--- src/rtl/burst_sched_pkg.sv ---
// ============================================================================
// Module  : burst_sched_pkg
// Brief   : Shared types and helpers for the burst round-robin scheduler.
// Revision: 1.0 - initial release
// ============================================================================
`default_nettype none

package burst_sched_pkg;

  typedef enum logic [1:0] {
    IDLE    = 2'd0,
    OWN     = 2'd1,
    RELEASE = 2'd2
  } state_t;

  localparam int unsigned N_DEF = 4;
  localparam int unsigned IDX_W = $clog2(N_DEF);

  // Caller guarantees at most one bit set; OR-accumulation keeps it mux-free.
  function automatic logic [31:0] onehot_to_idx(input logic [31:0] oh);
    logic [31:0] idx;
    idx = '0;
    for (int i = 0; i < 32; i++) begin
      if (oh[i]) idx |= 32'(i);
    end
    return idx;
  endfunction

endpackage

`default_nettype wire

--- src/rtl/burst_rr_scheduler_rr_pick.sv ---
// ============================================================================
// Module  : rr_pick
// Brief   : Combinational masked/unmasked dual-priority pick, lowest index wins.
// Revision: 1.0 - initial release
// ============================================================================
`default_nettype none

module rr_pick #(
  parameter int N = 4
) (
  input  logic [N-1:0] req,
  input  logic [N-1:0] mask,
  output logic [N-1:0] win,
  output logic         valid
);

  logic [N-1:0] w_masked;
  logic [N-1:0] w_mwin;
  logic [N-1:0] w_uwin;

  // x & -x isolates the lowest set bit
  assign w_masked = req & mask;
  assign w_mwin   = w_masked & (~w_masked + N'(1));
  assign w_uwin   = req & (~req + N'(1));
  assign win      = (|w_masked) ? w_mwin : w_uwin;
  assign valid    = |req;

endmodule

`default_nettype wire

--- src/rtl/burst_rr_scheduler.sv ---
// ============================================================================
// Module  : burst_rr_scheduler
// Brief   : Round-robin burst arbiter with beat counting and stall watchdog.
// Revision: 1.0 - initial release
// ============================================================================
`default_nettype none

module burst_rr_scheduler #(
  parameter int N       = 4,
  parameter int LEN_W   = 8,
  parameter int TIMEOUT = 255,
  parameter int TO_W    = 8
) (
  input  logic                 clk,
  input  logic                 rst_n,
  input  logic [N-1:0]         req,
  input  logic [N*LEN_W-1:0]   req_len,
  input  logic                 beat_ack,
  output logic [N-1:0]         gnt,
  output logic [$clog2(N)-1:0] gnt_idx,
  output logic                 busy,
  output logic [N-1:0]         done,
  output logic                 timeout_err
);
  import burst_sched_pkg::*;

  localparam int IW = $clog2(N);
  localparam logic [TO_W-1:0] WD_LAST = TO_W'(TIMEOUT - 1);
  localparam logic [TO_W-1:0] WD_SAT  = TO_W'(TIMEOUT);

  state_t           r_state, w_state_nxt;
  logic [N-1:0]     r_gnt, w_gnt_nxt;
  logic [N-1:0]     r_mask, w_mask_nxt;
  logic [N-1:0]     r_done, w_done_nxt;
  logic [IW-1:0]    r_idx, w_idx_nxt;
  logic [LEN_W-1:0] r_cnt, w_cnt_nxt, w_win_len;
  logic [TO_W-1:0]  r_wd, w_wd_nxt;
  logic             r_to, w_to_nxt;
  logic [N-1:0]     w_win;
  logic             w_valid;
  logic             w_last_beat;
  logic             w_wd_fire;

  rr_pick #(.N(N)) u_pick (
    .req   (req),
    .mask  (r_mask),
    .win   (w_win),
    .valid (w_valid)
  );

  always_comb begin
    w_win_len = '0;
    for (int i = 0; i < N; i++) begin
      if (w_win[i]) w_win_len |= req_len[i*LEN_W +: LEN_W];
    end
  end

  // An ack in the firing cycle takes precedence over the watchdog
  assign w_last_beat = beat_ack && (r_cnt == '0);
  assign w_wd_fire   = !beat_ack && (r_wd == WD_LAST);

  always_ff @(posedge clk or negedge rst_n) begin
    if (!rst_n) r_state <= IDLE;
    else        r_state <= w_state_nxt;
  end

  always_comb begin
    w_state_nxt = IDLE;
    case (r_state)
      IDLE, RELEASE: w_state_nxt = w_valid ? OWN : IDLE;
      OWN:           w_state_nxt = (w_last_beat || w_wd_fire) ? RELEASE : OWN;
      default:       w_state_nxt = IDLE;
    endcase
  end

  always_comb begin
    w_gnt_nxt  = r_gnt;
    w_mask_nxt = r_mask;
    w_idx_nxt  = r_idx;
    w_cnt_nxt  = r_cnt;
    w_wd_nxt   = r_wd;
    w_done_nxt = '0;
    w_to_nxt   = 1'b0;
    case (r_state)
      OWN: begin
        if (beat_ack) begin
          w_wd_nxt = '0;
          if (r_cnt == '0) begin
            w_gnt_nxt  = '0;
            w_done_nxt = r_gnt;
          end else begin
            w_cnt_nxt = r_cnt - LEN_W'(1);
          end
        end else if (w_wd_fire) begin
          w_gnt_nxt = '0;
          w_to_nxt  = 1'b1;
          w_wd_nxt  = WD_SAT;
        end else begin
          w_wd_nxt = r_wd + TO_W'(1);
        end
      end
      default: begin
        w_gnt_nxt = w_win;
        if (w_valid) begin
          w_cnt_nxt  = w_win_len;
          w_wd_nxt   = '0;
          w_idx_nxt  = IW'(onehot_to_idx(32'(w_win)));
          // next search begins strictly above the new owner
          w_mask_nxt = ~(w_win | (w_win - N'(1)));
        end
      end
    endcase
  end

  always_ff @(posedge clk or negedge rst_n) begin
    if (!rst_n) begin
      r_gnt  <= '0;
      r_mask <= '1;
      r_idx  <= '0;
      r_cnt  <= '0;
      r_wd   <= '0;
      r_done <= '0;
      r_to   <= 1'b0;
    end else begin
      r_gnt  <= w_gnt_nxt;
      r_mask <= w_mask_nxt;
      r_idx  <= w_idx_nxt;
      r_cnt  <= w_cnt_nxt;
      r_wd   <= w_wd_nxt;
      r_done <= w_done_nxt;
      r_to   <= w_to_nxt;
    end
  end

  assign gnt         = r_gnt;
  assign gnt_idx     = r_idx;
  assign busy        = |r_gnt;
  assign done        = r_done;
  assign timeout_err = r_to;

endmodule

`default_nettype wire
--- config.mk ---
export PLATFORM = sky130hd
export DESIGN_NAME = burst_rr_scheduler
export DESIGN_NICKNAME = d
export VERILOG_FILES = /design/src/rtl/burst_sched_pkg.sv /design/src/rtl/burst_rr_scheduler_rr_pick.sv /design/src/rtl/burst_rr_scheduler.sv
export SDC_FILE = /design/constraint.sdc
export NUM_CORES = 1
export LEC_CHECK = 0
export BUFFER_PORTS_ARGS = -buffer_cell sky130_fd_sc_hd__buf_2
export CORE_MARGIN = 1.5
export CORE_UTILIZATION = 41
export CTS_BUF_LIST = sky130_fd_sc_hd__clkbuf_8
export DETAILED_ROUTE_END_ITERATION = 16
export GPL_ROUTABILITY_DRIVEN = 1
export PLACE_DENSITY_LB_ADDON = 0.3
export SLEW_MARGIN = 15
export SYNTH_ARGS = -nofsm -noshare
export SYNTH_HDL_FRONTEND = slang
export SYNTH_SLANG_ARGS = --single-unit
--- constraint.sdc ---
create_clock -name clk -period 2.3 [get_ports clk]
set_input_delay 0.115 -clock clk [delete_from_list [all_inputs] [get_ports clk]]
set_output_delay 0.115 -clock clk [all_outputs]
set_load 0.02 [all_outputs]
== Word-level counts from Yosys, hierarchy flattened ==
Index checks and enable logic that the tools add are counted.
Cells by class
  add/subtract/negate cells: 5
  equality and inequality tests: 7
  multiplexer cells: 29
  bitwise gates (word level): 11
  reductions and logical operators: 14
Operator list (number)
  8-bit two-way mux: 12
  4-bit two-way mux: 8
  8-bit OR: 3
  4-bit bitwise AND: 3
  4-bit NOT: 3
  4-bit OR reduction: 3
  4-bit by 1-bit adder with 4-bit output (second input constant): 2
  8-bit by 1-bit adder with 8-bit output (second input constant): 1
  8-bit equality test (second input constant): 1
  8-bit logical NOT: 1
  8-bit by 1-bit subtractor with 8-bit output (second input constant): 1
  2-bit two-way mux: 3
  3-bit inequality test (second input constant): 2
  1-bit two-way mux: 5
  2-bit inequality test (second input constant): 2
  4-bit OR: 1
  2-bit one-hot mux with 2 select lines: 1
  2-bit AND reduction: 2
  4-bit by 1-bit subtractor with 4-bit output (second input constant): 1
  3-bit AND reduction: 1
  2-bit by 1-bit equality test with 1-bit output (second input constant): 1
  2-bit equality test (second input constant): 1
  1-bit logical AND: 2
  2-bit logical NOT: 1
  5 further kinds: 5
Storage, ports and cells
  register bits: 33
  input port bits: 39
  output and inout port bits: 12
  word-level logic and storage cells: 74

== Longest topological paths before layout ==
Gate-level depths: netlist of run 1.
  depth in word-level cells: 14
  mapped depth: 6

== Modules after synthesis ==
Synthesis of run 1 repeated with hierarchy kept, for this count alone.
Second synthesis, totals
  cell total of the unflattened synthesis: 199
  area total of the unflattened synthesis: 1908.1 µm²
Modules (own cells, without submodules)
  burst_rr_scheduler: times used 1, cells each 187, area an instance 1811.7 µm², sequential area each 830.8 µm²
  rr_pick: times used 1, cells each 12, area an instance 96.3 µm², sequential area each 0.0 µm²

== Worst setup path before layout of run 1 ==
Ideal clock, no wire load.
  path type: register -> register
  from: register r_mask[3]
  to: register r_cnt[0]
  library setup time: 87 ps
  arrival time: 1514 ps
  data required time: 2213 ps
  setup slack: 699 ps
  stages on the path, launching flop included: 6
  buffers on the path: 1
  period minus slack after synthesis: 1601 ps
  path through: dfstp_2 -> o21ba_1 -> a2111oi_4 -> buf_4 -> a221oi_1 -> a211oi_2
Between the ends
  cells in the longest elaborated chain, start to end: 12
  elaborated cells on any way between the ends: 15
  those cells by class: add/sub (1); mux (7); bitwise (6); reduce/logical (1)
Ends and longest elaborated chain
  from (decl): line burst_rr_scheduler.sv:33  | logic [N-1:0] r_mask, w_mask_nxt;
  from (signal assigned): line burst_rr_scheduler.sv:126  | r_mask <= w_mask_nxt;
  4-bit bitwise AND *: line burst_rr_scheduler_rr_pick.sv:22  | assign w_masked = req & mask;
  4-bit OR reduction: line burst_rr_scheduler_rr_pick.sv:25  | assign win = (|w_masked) ? w_mwin : w_uwin;
  4-bit two-way mux *: line burst_rr_scheduler_rr_pick.sv:25
  8-bit two-way mux: line burst_rr_scheduler.sv:54  | if (w_win[i]) w_win_len |= req_len[i*LEN_W +: LEN_W];
  8-bit OR: line burst_rr_scheduler.sv:54
  8-bit two-way mux: line burst_rr_scheduler.sv:54
  8-bit OR: line burst_rr_scheduler.sv:54
  8-bit two-way mux: line burst_rr_scheduler.sv:54
  8-bit OR: line burst_rr_scheduler.sv:54
  8-bit two-way mux *: line burst_rr_scheduler.sv:54
  8-bit two-way mux *: line burst_rr_scheduler.sv:104  | if (w_valid) begin
  8-bit two-way mux *: line burst_rr_scheduler.sv:84  | case (r_state)
  to (signal assigned): line burst_rr_scheduler.sv:128  | r_cnt <= w_cnt_nxt;
  to (decl): line burst_rr_scheduler.sv:36  | logic [LEN_W-1:0] r_cnt, w_cnt_nxt, w_win_len;
Every way passes the cells marked *; elsewhere a longest branch is shown, timed or not. The select of a mux whose other input is x is not followed.
A chain may end at the register's enable or synchronous reset.

== Final worst setup path of run 1 ==
  from: register r_cnt[0]
  to: register r_cnt[4]
Between the ends
  cells in the longest elaborated chain, start to end: 4
  elaborated cells on any way between the ends: 7
  those cells by class: add/sub (1); eq/ne (1); mux (3); reduce/logical (2)
Ends and longest elaborated chain
  8-bit by 1-bit subtractor with 8-bit output: line burst_rr_scheduler.sv:92  | w_cnt_nxt = r_cnt - LEN_W'(1);
  8-bit two-way mux: line burst_rr_scheduler.sv:88  | if (r_cnt == '0) begin
  8-bit two-way mux: line burst_rr_scheduler.sv:86  | if (beat_ack) begin
  8-bit two-way mux: line burst_rr_scheduler.sv:84
Several ways; a longest one is shown, not always the timed one. The select of a mux whose other input is x is not followed.

==> out/qor.txt, run 1 <==
Outcome: finished, final reports clean
Syn nets: 246
Drt first-iter violations: 90
Vias: 1,744
Final Wtd Congestion: 0.820
Setup Skew: 0.00402 ns
Final Cycle Share: 0.828
# diodes: 0
CTS tree: yes
Die Y: 72.7 um
Port bufs: 50
Hold Crit Class: in -> reg
Drt first pass iters: 4
Peak Freq: 0.525 GHz
Number of flops mapped to enable cells by yosys: 0
DP Worst Slack: 0.437 ns
Power Total: 2.63 mW
VDD IR max: 0.440 mV
Share of cells above drive strength 1: 0.331
Die area: 0.00529 sq mm
Area grow syn2layout: 19.9%
Pleak: 1.11 nW
DP HPWL: 3300 um
Vias/cell: 5.66
Critical Path, Cell by Cell: inv_1 -> ha_1 -> nor3b_1 -> a21oi_1 -> o21ai_0 -> a22oi_1
Worst slew margin: 0.498
DRC: 0
PwrDens: 1100 mW/mm^2
Top post-synthesis cells by count: dfrtp_1, nand2_1, o21ai_0
Data required time at the worst endpoint: 2.49 ns
Final ANT Viol Nets: 0
Reg clk slew, reported paths: 0.07 ns
Async SR Flop Fraction: 1.00
Maximum net fanout on the critical path: 10
Slowest stage cell, crit path: a21oi_1
Setup TNS: 0 ns
Overall Global Routing Usage: 0.200
Initial antenna violation count: 0
Share of the synthesized area in the top cell type: 0.364
Most common cell in the netlist: dfrtp_1
Yosys top cell by area: dfrtp_1
Largest net degree at the start of global routing: 34
Nets@finish: 296
Total CTS buffers: 5
Die Wd: 72.7 um
Post-CTS sizing: 0
RSZ-0062 raised after global routing: false
Fin. Hold Viols: 0
Startpoint Class: flip-flop
Seq/Total Area, Yosys: 0.417
CTS sink cnt: 33
Post-Syn Area per Cell: 9.82 sq um
GRT Residual Overflow: 0
CP max stage delay: 0.60 ns
Core Rows: 25
Cell Area, Synth: 0.00199 sq mm
Clock buffer depth: 2
Clk_lat worst skew: 0.28 ns
Slew Viols, Final: 0
CP Class: reg -> reg
Top cells by area, synth: dfrtp_1, dfstp_2, o21ai_0, a22oi_1, nand2_1
Via count of the first global-routing pass: 1,739
Flops & latches, synth: 33
Global-route wire length before repair: 8170 um
DR WL/cell: 15.2 um
Number of buffers added for setup after CTS: 0
Post-route setup slack: 0.395 ns
Final setup fails: 0
Synth cell types: 56
Min Clock Period, post-route: 1.90 ns
IO Pins: 51
Worst-Margin Slew: 0.753 ns
Initial Util: 0.425
Main synth FF type: dfrtp_1
Total core area: 0.00469 sq mm
H-tree levels: 2
CTS Root Cell: clkbuf_8
CP arrival: 2.10 ns
Hold Buf Count CTS: 1
Routed wire length: 4670 um
Syn. warnings: 0
Worst setup EP type: flip-flop
Max Cap Viol: 0
Mapped Cells: 203
logic make-up after synthesis:
family	share of synthesized area
AND/OR/NAND/NOR	0.200
multiplexers	0.00565
buffers and inverters	0.0496
flip-flops	0.417
adder cells (fa/ha/maj)	0.0251
AO/OA/AOI/OAI	0.303
path summary, 6_finish.rpt:
path / startpoint / to / slack, ns / depth (start not counted)
min in group asynchronous: rst_n / r_state[1] / 0.43 / 2
hold / removal: req_len[18] / r_cnt[2] / 0.13 / 3
setup / recovery: r_cnt[0] / r_cnt[4] / 0.40 / 6
hold reg to reg: gnt_idx[0] / gnt_idx[0] / 0.48 / 2
setup reg to reg: r_cnt[0] / r_cnt[4] / 0.40 / 6
max in group asynchronous: rst_n / gnt_idx[0] / 1.38 / 2
layout make-up:
class	instances	area, sq um
inverters	8	30.0
multi-input cells	151	1060
clock buffers	6	82.6
well taps	54	67.6
fillers	430	2300
repair buffers	54	283
clock inverters	2	33.8
flip-flops and latches	33	831
worst max-delay path: cells and delay by family, from the launching register on:
family / cells / cell delay, ns
flip-flops: 1 / 0.39
AND/OR/NAND/NOR: 1 / 0.16
buffers and inverters: 1 / 0.08
AO/OA/AOI/OAI: 3 / 0.99
adder cells (fa/ha/maj): 1 / 0.19
stage by stage:
stage               hold WS, ns  area, sq um  utilization  instances
floorplan                -0.181         1990            -        203
global placement          0.237         2270        0.483        299
detailed placement        0.232         2270        0.483        299
CTS                       0.130         2390        0.510        308
global route              0.133         2390        0.510        308
finish                    0.132         2390        0.510        308
power by group:
part	total [mW]	switching, mW	leakage (nW)	internal [mW]
registers	0.934	0.172	0.422	0.762
clock network	0.557	0.208	0.0626	0.349
logic	1.14	0.646	0.628	0.494
cells in the final DEF, fill, tap and decap left out, types with 3 or more instances in the layout:
cell	instances
buf_2	50
nor3b_1	3
buf_4	3
nor3_1	8
dfrtp_1	29
and2_1	9
clkbuf_8	6
o21ai_0	14
o21a_1	3
a221oi_1	7
a211oi_2	3
a21oi_1	6
o211ai_1	3
inv_1	9
nor2_1	9
nand2_1	17
nand2b_1	3
a31o_2	4
a22oi_1	9
nand4_1	3
nand3_1	5
ha_1	4
dfstp_2	4
layer usage:
metal / track usage / up-vias / routed length, um / part of all wire
met1: 0.252 / 808 / 2110 / 0.45
met3: 0.0483 / 9 / 199 / 0.043
li1: - / 873 / - / -
met2: 0.329 / 54 / 2290 / 0.49
met5: 0 / - / 0 / 0
met4: 0.0818 / 0 / 70 / 0.015
state kept, by name, indices dropped and copies added, names as in the netlist:
| register | flops |
|---|---|
| r_state | 2 |
| r_mask | 4 |
| r_cnt | 8 |
| timeout_err | 1 |
| gnt | 4 |
| done | 4 |
| r_wd | 8 |
| gnt_idx | 2 |
Note: power is estimated with default switching activity, not from simulation.
==> run 2: changes to the inputs <==
==> constraint.sdc (replaced) <==
create_clock -name clk -period 1.7 [get_ports clk]
set_input_delay 0.085 -clock clk [delete_from_list [all_inputs] [get_ports clk]]
set_output_delay 0.085 -clock clk [all_outputs]
set_load 0.02 [all_outputs]
==> run 2 against run 1 <==
Compared with the run above:
- first-iteration DRC count decreased by 24%
- die area unchanged
- cell area is 8.5% higher
- count of clock-buffer cells in the layout down 1
- critical path depth shrank 1
==> out/qor.txt, run 2 (synthesis gave the netlist of run 1 again) <==
Outcome: finished, final reports clean
Fin. Hold Viols: 0 (unchanged)
Final hold slack: 0.0816 ns (-0.0509 ns)
Vias: 1,828 (+4.8%)
Clock buffer depth: 2 (unchanged)
Placed Instances: 321 (+7.4%)
IO Pins: 51 (unchanged)
CTS tree: yes
Fill cells: 429 (-0.23%)
DP HPWL: 3390 um (+2.5%)
CTS Root Cell: clkbuf_8
Area after DPL: 0.00244 sq mm (+7.8%)
Worst-Margin Slew: 0.748 ns (-0.00501 ns)
Total core area: 0.00469 sq mm (unchanged)
Initial Util: 0.425 (unchanged)
Hold Crit Class: in -> reg
Final setup fails: 0 (unchanged)
Most frequent cells in the layout: buf_2, dfrtp_1, buf_4
CP max stage delay: 0.58 ns (-0.02 ns)
Peak Freq: 0.613 GHz (+17%)
Worst slew margin: 0.501 (+0.00334)
H-tree levels: 2 (unchanged)
Via count of the first global-routing pass: 1,922 (+11%)
Global-route wire length before repair: 8580 um (+5.1%)
Drt first-iter violations: 68 (-24%)
CP arrival: 1.85 ns (-0.25 ns)
Die Y: 72.7 um (unchanged)
Setup Skew: 0.00702 ns (+0.00300 ns)
Slowest stage cell, crit path: dfstp_2
Die area: 0.00529 sq mm (unchanged)
Data required time at the worst endpoint: 1.92 ns (-0.57 ns)
Total CTS buffers: 5 (unchanged)
Clk_lat worst skew: 0.29 ns (about the same)
CP Class: reg -> reg
Power Total: 3.76 mW (+43%)
DRC: 0 (unchanged)
Startpoint Class: flip-flop
VDD IR max: 0.690 mV (+57%)
Final ANT Viol Nets: 0 (unchanged)
Max Cap Viol: 0 (unchanged)
PwrDens: 1450 mW/mm^2 (+32%)
Final Cycle Share: 0.959 (+0.131)
CTS sink cnt: 33 (unchanged)
Core Rows: 25 (unchanged)
Die Wd: 72.7 um (unchanged)
Overall Global Routing Usage: 0.209 (+0.00852)
Nets@finish: 319 (+7.8%)
Routed wire length: 4930 um (+5.6%)
Final Wtd Congestion: 0.817 (-0.40%)
Largest net degree at the start of global routing: 34 (unchanged)
Critical Path, Cell by Cell: o21ba_4 -> a2111oi_4 -> buf_2 -> a221oi_1 -> a21oi_1
Worst setup EP type: flip-flop
Slew Viols, Final: 0 (unchanged)
Share of cells above drive strength 1: 0.412 (+0.0808)
# diodes: 0 (unchanged)
DR WL/cell: 14.9 um (-1.8%)
Final design utilization: 0.553 (+0.0435)
Area grow syn2layout: 30.2%
Most common cell after layout, fill and taps aside: buf_2
Pleak: 1.23 nW (+10%)
Maximum net fanout on the critical path: 6 (-4)
Port bufs: 50 (unchanged)
Layout Cells excl Fill: 331 (+7.5%)
Initial antenna violation count: 0 (unchanged)
Fin area: 0.00260 sq mm (+8.5%)
GRT Residual Overflow: 0 (unchanged)
Vias/cell: 5.52 (-2.5%)
Reg clk slew, reported paths: 0.07 ns (about the same)
Biggest regs: r_cnt: 8 flops, r_wd: 8 flops
Drt first pass iters: 4 (unchanged)
Min Clock Period, post-route: 1.63 ns (-0.274 ns)
RSZ-0062 raised after global routing: true
==> run 2: cell types whose count changed in the layout (fill, tap and decap cells not counted), sizes merged <==
| cell | delta |
|---|---|
| bufinv | -1 |
| buf | +23 |
| clkinv | +2 |
| clkbuf | -1 |
==> run 2: worst paths after layout <==
kind | slack, ns | start | to | cells past startpoint
max | 0.07 | r_mask[3] | r_cnt[3] | 5
min | 0.08 | req_len[18] | r_cnt[2] | 3
max reg2reg | 0.07 | r_mask[3] | r_cnt[3] | 5
min reg2reg | 0.48 | gnt_idx[0] | gnt_idx[0] | 2
max in group asynchronous | 0.83 | rst_n | gnt[3] | 2
min in group asynchronous | 0.40 | rst_n | r_cnt[6] | 2
==> run 2: final cells by class <==
| class | instances | area (sq um) | share of cell area |
|---|---|---|---|
| tap | 54 | 67.6 | 0.0260 |
| sequential | 33 | 831 | 0.320 |
| timing repair buffer | 77 | 469 | 0.181 |
| multi-input combinational | 151 | 1120 | 0.430 |
| clock buffer | 5 | 68.8 | 0.0265 |
| clock inverter | 3 | 13.8 | 0.00530 |
| inverter | 8 | 30.0 | 0.0116 |
==> run 2: routing by layer <==
layer / share of wire / track usage / routed length [um]
met5: 0 / 0 / 0
met4: 0.017 / 0.0943 / 85
met3: 0.047 / 0.0318 / 233
met2: 0.50 / 0.369 / 2490
met1: 0.43 / 0.249 / 2120
==> run 2: critical path: cells and delay by family (launching register included) <==
family	cells	cell delay, ns
buffers and inverters	1	0.24
flip-flops	1	0.58
AO/OA/AOI/OAI	4	0.75
==> run 2: what timing repair did <==
item                       in CTS  in global routing
buffers inserted                0                  0
hold buffers                    1                  0
hold endpoints to repair       29                  0
resized for setup               1                 11
pin swaps                       1                  5
setup endpoints to repair       3                 11
cloned                          1                  0
==> run 2: report_power, final <==
| group | total [mW] | switching [mW] | leakage, nW | internal [mW] |
|---|---|---|---|---|
| combinational | 1.98 | 1.02 | 0.756 | 0.956 |
| sequential | 1.21 | 0.182 | 0.422 | 1.03 |
| clock | 0.570 | 0.292 | 0.0491 | 0.277 |
==> run 2: stage by stage <==
stage / setup slack (ns) / setup TNS [ns]
after floorplan: 0.0995 / 0
final: 0.0691 / 0
after global placement: 0.0263 / 0
after detailed placement: -0.0452 / -0.0494
after CTS: 0.00630 / 0
after global routing: -0.00181 / -0.00181
==> run 3: changes to the inputs <==
--- a/config.mk
+++ b/config.mk
@@ -11,7 +11,7 @@
 export CTS_BUF_LIST = sky130_fd_sc_hd__clkbuf_8
 export DETAILED_ROUTE_END_ITERATION = 16
 export GPL_ROUTABILITY_DRIVEN = 1
-export PLACE_DENSITY_LB_ADDON = 0.3
+export PLACE_DENSITY_LB_ADDON = 0.2
 export SLEW_MARGIN = 15
 export SYNTH_ARGS = -nofsm -noshare
 export SYNTH_HDL_FRONTEND = slang
==> run 3 against run 2 <==
Compared with the run above:
- global-route usage decreased by 1.2 points
- sequential power about the same
- register-to-register slack got worse by 0.03 ns
- count of clock-buffer cells in the layout increased by 1
- total power increased by 7.7%
- clock power increased by 35%
- setup slack got worse by 0.028 ns
- worst hold slack got worse by 0.0043 ns
- maximum frequency decreased by 1.7%
- critical endpoint is now r_cnt[2]
==> out/qor.txt, run 3 (synthesis gave the netlist of run 1 again) <==
Peak Freq: 0.603 GHz (-1.7%)
Nets@finish: 323 (+1.3%)
Clock buffer depth: 2 (unchanged)
Max Cap Viol: 0 (unchanged)
Total core area: 0.00469 sq mm (unchanged)
Fin. Hold Viols: 0 (unchanged)
Power Total: 4.05 mW (+7.7%)
Worst slew margin: 0.490 (-0.0112)
Post-route setup slack: 0.0410 ns (-0.0281 ns)
Slew Viols, Final: 0 (unchanged)
Hold Crit Class: in -> reg
Internal reg-to-reg setup slack: 0.04 ns (-0.03 ns)
Port bufs: 50 (unchanged)
Clk_lat worst skew: 0.29 ns (about the same)
Outcome: finished, final reports clean
Final hold slack: 0.0773 ns (-0.00430 ns)
Most common cell after layout, fill and taps aside: buf_2
Reg clk slew, reported paths: 0.07 ns (about the same)
Total CTS buffers: 5 (unchanged)
Area grow syn2layout: 35.8%
CTS tree: yes
Routed wire length: 5010 um (+1.4%)
IO Pins: 51 (unchanged)
Final setup fails: 0 (unchanged)
Fill cells: 419 (-2.3%)
Min-Delay Path Depth: 3 (unchanged)
Vias/cell: 5.59 (+1.1%)
Share of cells above drive strength 1: 0.448 (+0.0368)
Die area: 0.00529 sq mm (unchanged)
Final ANT Viol Nets: 0 (unchanged)
CTS sink cnt: 33 (unchanged)
Layout Cells excl Fill: 335 (+1.2%)
CP arrival: 1.88 ns (+0.03 ns)
Initial Util: 0.425 (unchanged)
Die Wd: 72.7 um (unchanged)
Via count of the first global-routing pass: 1,762 (-8.3%)
Core Rows: 25 (unchanged)
Initial antenna violation count: 0 (unchanged)
Biggest regs: r_cnt: 8 flops, r_wd: 8 flops
Final Wtd Congestion: 0.778 (-4.8%)
Setup Skew: 0.00914 ns (+0.00211 ns)
Fin area: 0.00271 sq mm (+4.3%)
Worst reg-to-reg path cell count: 6 (+1)
Overall Global Routing Usage: 0.197 (-0.0118)
Maximum net fanout on the critical path: 6 (unchanged)
Drt first pass iters: 6 (+2)
Startpoint Class: flip-flop
Most frequent cells in the layout: buf_2, dfrtp_1, buf_4
# diodes: 0 (unchanged)
Data required time at the worst endpoint: 1.92 ns (about the same)
PwrDens: 1490 mW/mm^2 (+3.2%)
CP Class: reg -> reg
Global-route wire length before repair: 8090 um (-5.8%)
RSZ-0062 raised after global routing: true
Worst setup EP type: flip-flop
DRC: 0 (unchanged)
Final Cycle Share: 0.976 (+0.0165)
GRT Residual Overflow: 0 (unchanged)
Drt first-iter violations: 90 (+32%)
DP HPWL: 3420 um (+1.1%)
VDD IR max: 0.726 mV (+5.2%)
Worst-Margin Slew: 0.765 ns (+0.0167 ns)
H-tree levels: 2 (unchanged)
Placed Instances: 323 (+0.62%)
Largest net degree at the start of global routing: 34 (unchanged)
CTS Root Cell: clkbuf_8
Multi-input logic area: 0.00116 sq mm (+3.8%)
Die Y: 72.7 um (unchanged)
DP Worst Slack: -0.0120 ns (+0.0332 ns)
Area after DPL: 0.00246 sq mm (+0.61%)
Min Clock Period, post-route: 1.66 ns (+0.0281 ns)
DR WL/cell: 14.9 um (+0.23%)
Pleak: 1.29 nW (+5.0%)
Vias: 1,871 (+2.4%)
Seq. cell area: 831 sq um (unchanged)
-- run 3: final timing paths --
check / start / end
max: r_mask[3] / r_cnt[2]
min: req_len[3] / r_cnt[3]
max reg2reg: r_mask[3] / r_cnt[2]
min reg2reg: gnt_idx[0] / gnt_idx[0]
max in group asynchronous: rst_n / gnt[3]
min in group asynchronous: rst_n / r_wd[4]
-- run 3: area by class of cell --
class,instances,share of cell area
Timing Repair Buffer,81,0.187
Clock inverter,2,0.0125
Clock buffer,6,0.0305
Sequential cell,33,0.307
Multi-Input combinational cell,151,0.428
Inverter,8,0.0111
Tap cell,54,0.0249
-- run 3: metrics by stage --
step                      setup TNS (ns)   util
after floorplan                        0      -
after global placement                 0  0.524
after detailed placement         -0.0161  0.524
after CTS                              0  0.552
after global routing              -0.121  0.577
final                                  0  0.577
-- run 3: power breakdown --
part	switching [mW]	total, mW	internal (mW)
combinational	1.05	2.06	1.00
clock	0.295	0.767	0.472
sequential	0.193	1.22	1.03
total	1.54	4.05	2.51
-- run 3: critical path, stage by stage (launching register included) --
cell       delay, ns
dfstp_2         0.60
o21ba_4         0.18
a2111oi_4       0.34
buf_6           0.19
buf_6           0.10
a221oi_2        0.05
a21oi_1         0.14
-- run 3: metal layers --
layer	GRT usage	vias to the layer above	part of all wire
li1	-	928	-
met1	0.261	890	0.46
met2	0.320	46	0.49
met3	0.0414	7	0.039
met4	0.0650	0	0.013
met5	0	-	0
-- run 3: timing repair --
item / 4_1_cts / 5_1_grt
hold buffers: 1 / 0
pin swaps: 0 / 10
setup buffers: 0 / 2
gates cloned: 0 / 1
resized for setup: 1 / 21
hold endpoints to repair: 29 / 0
endpoints found under the setup margin: 3 / 13
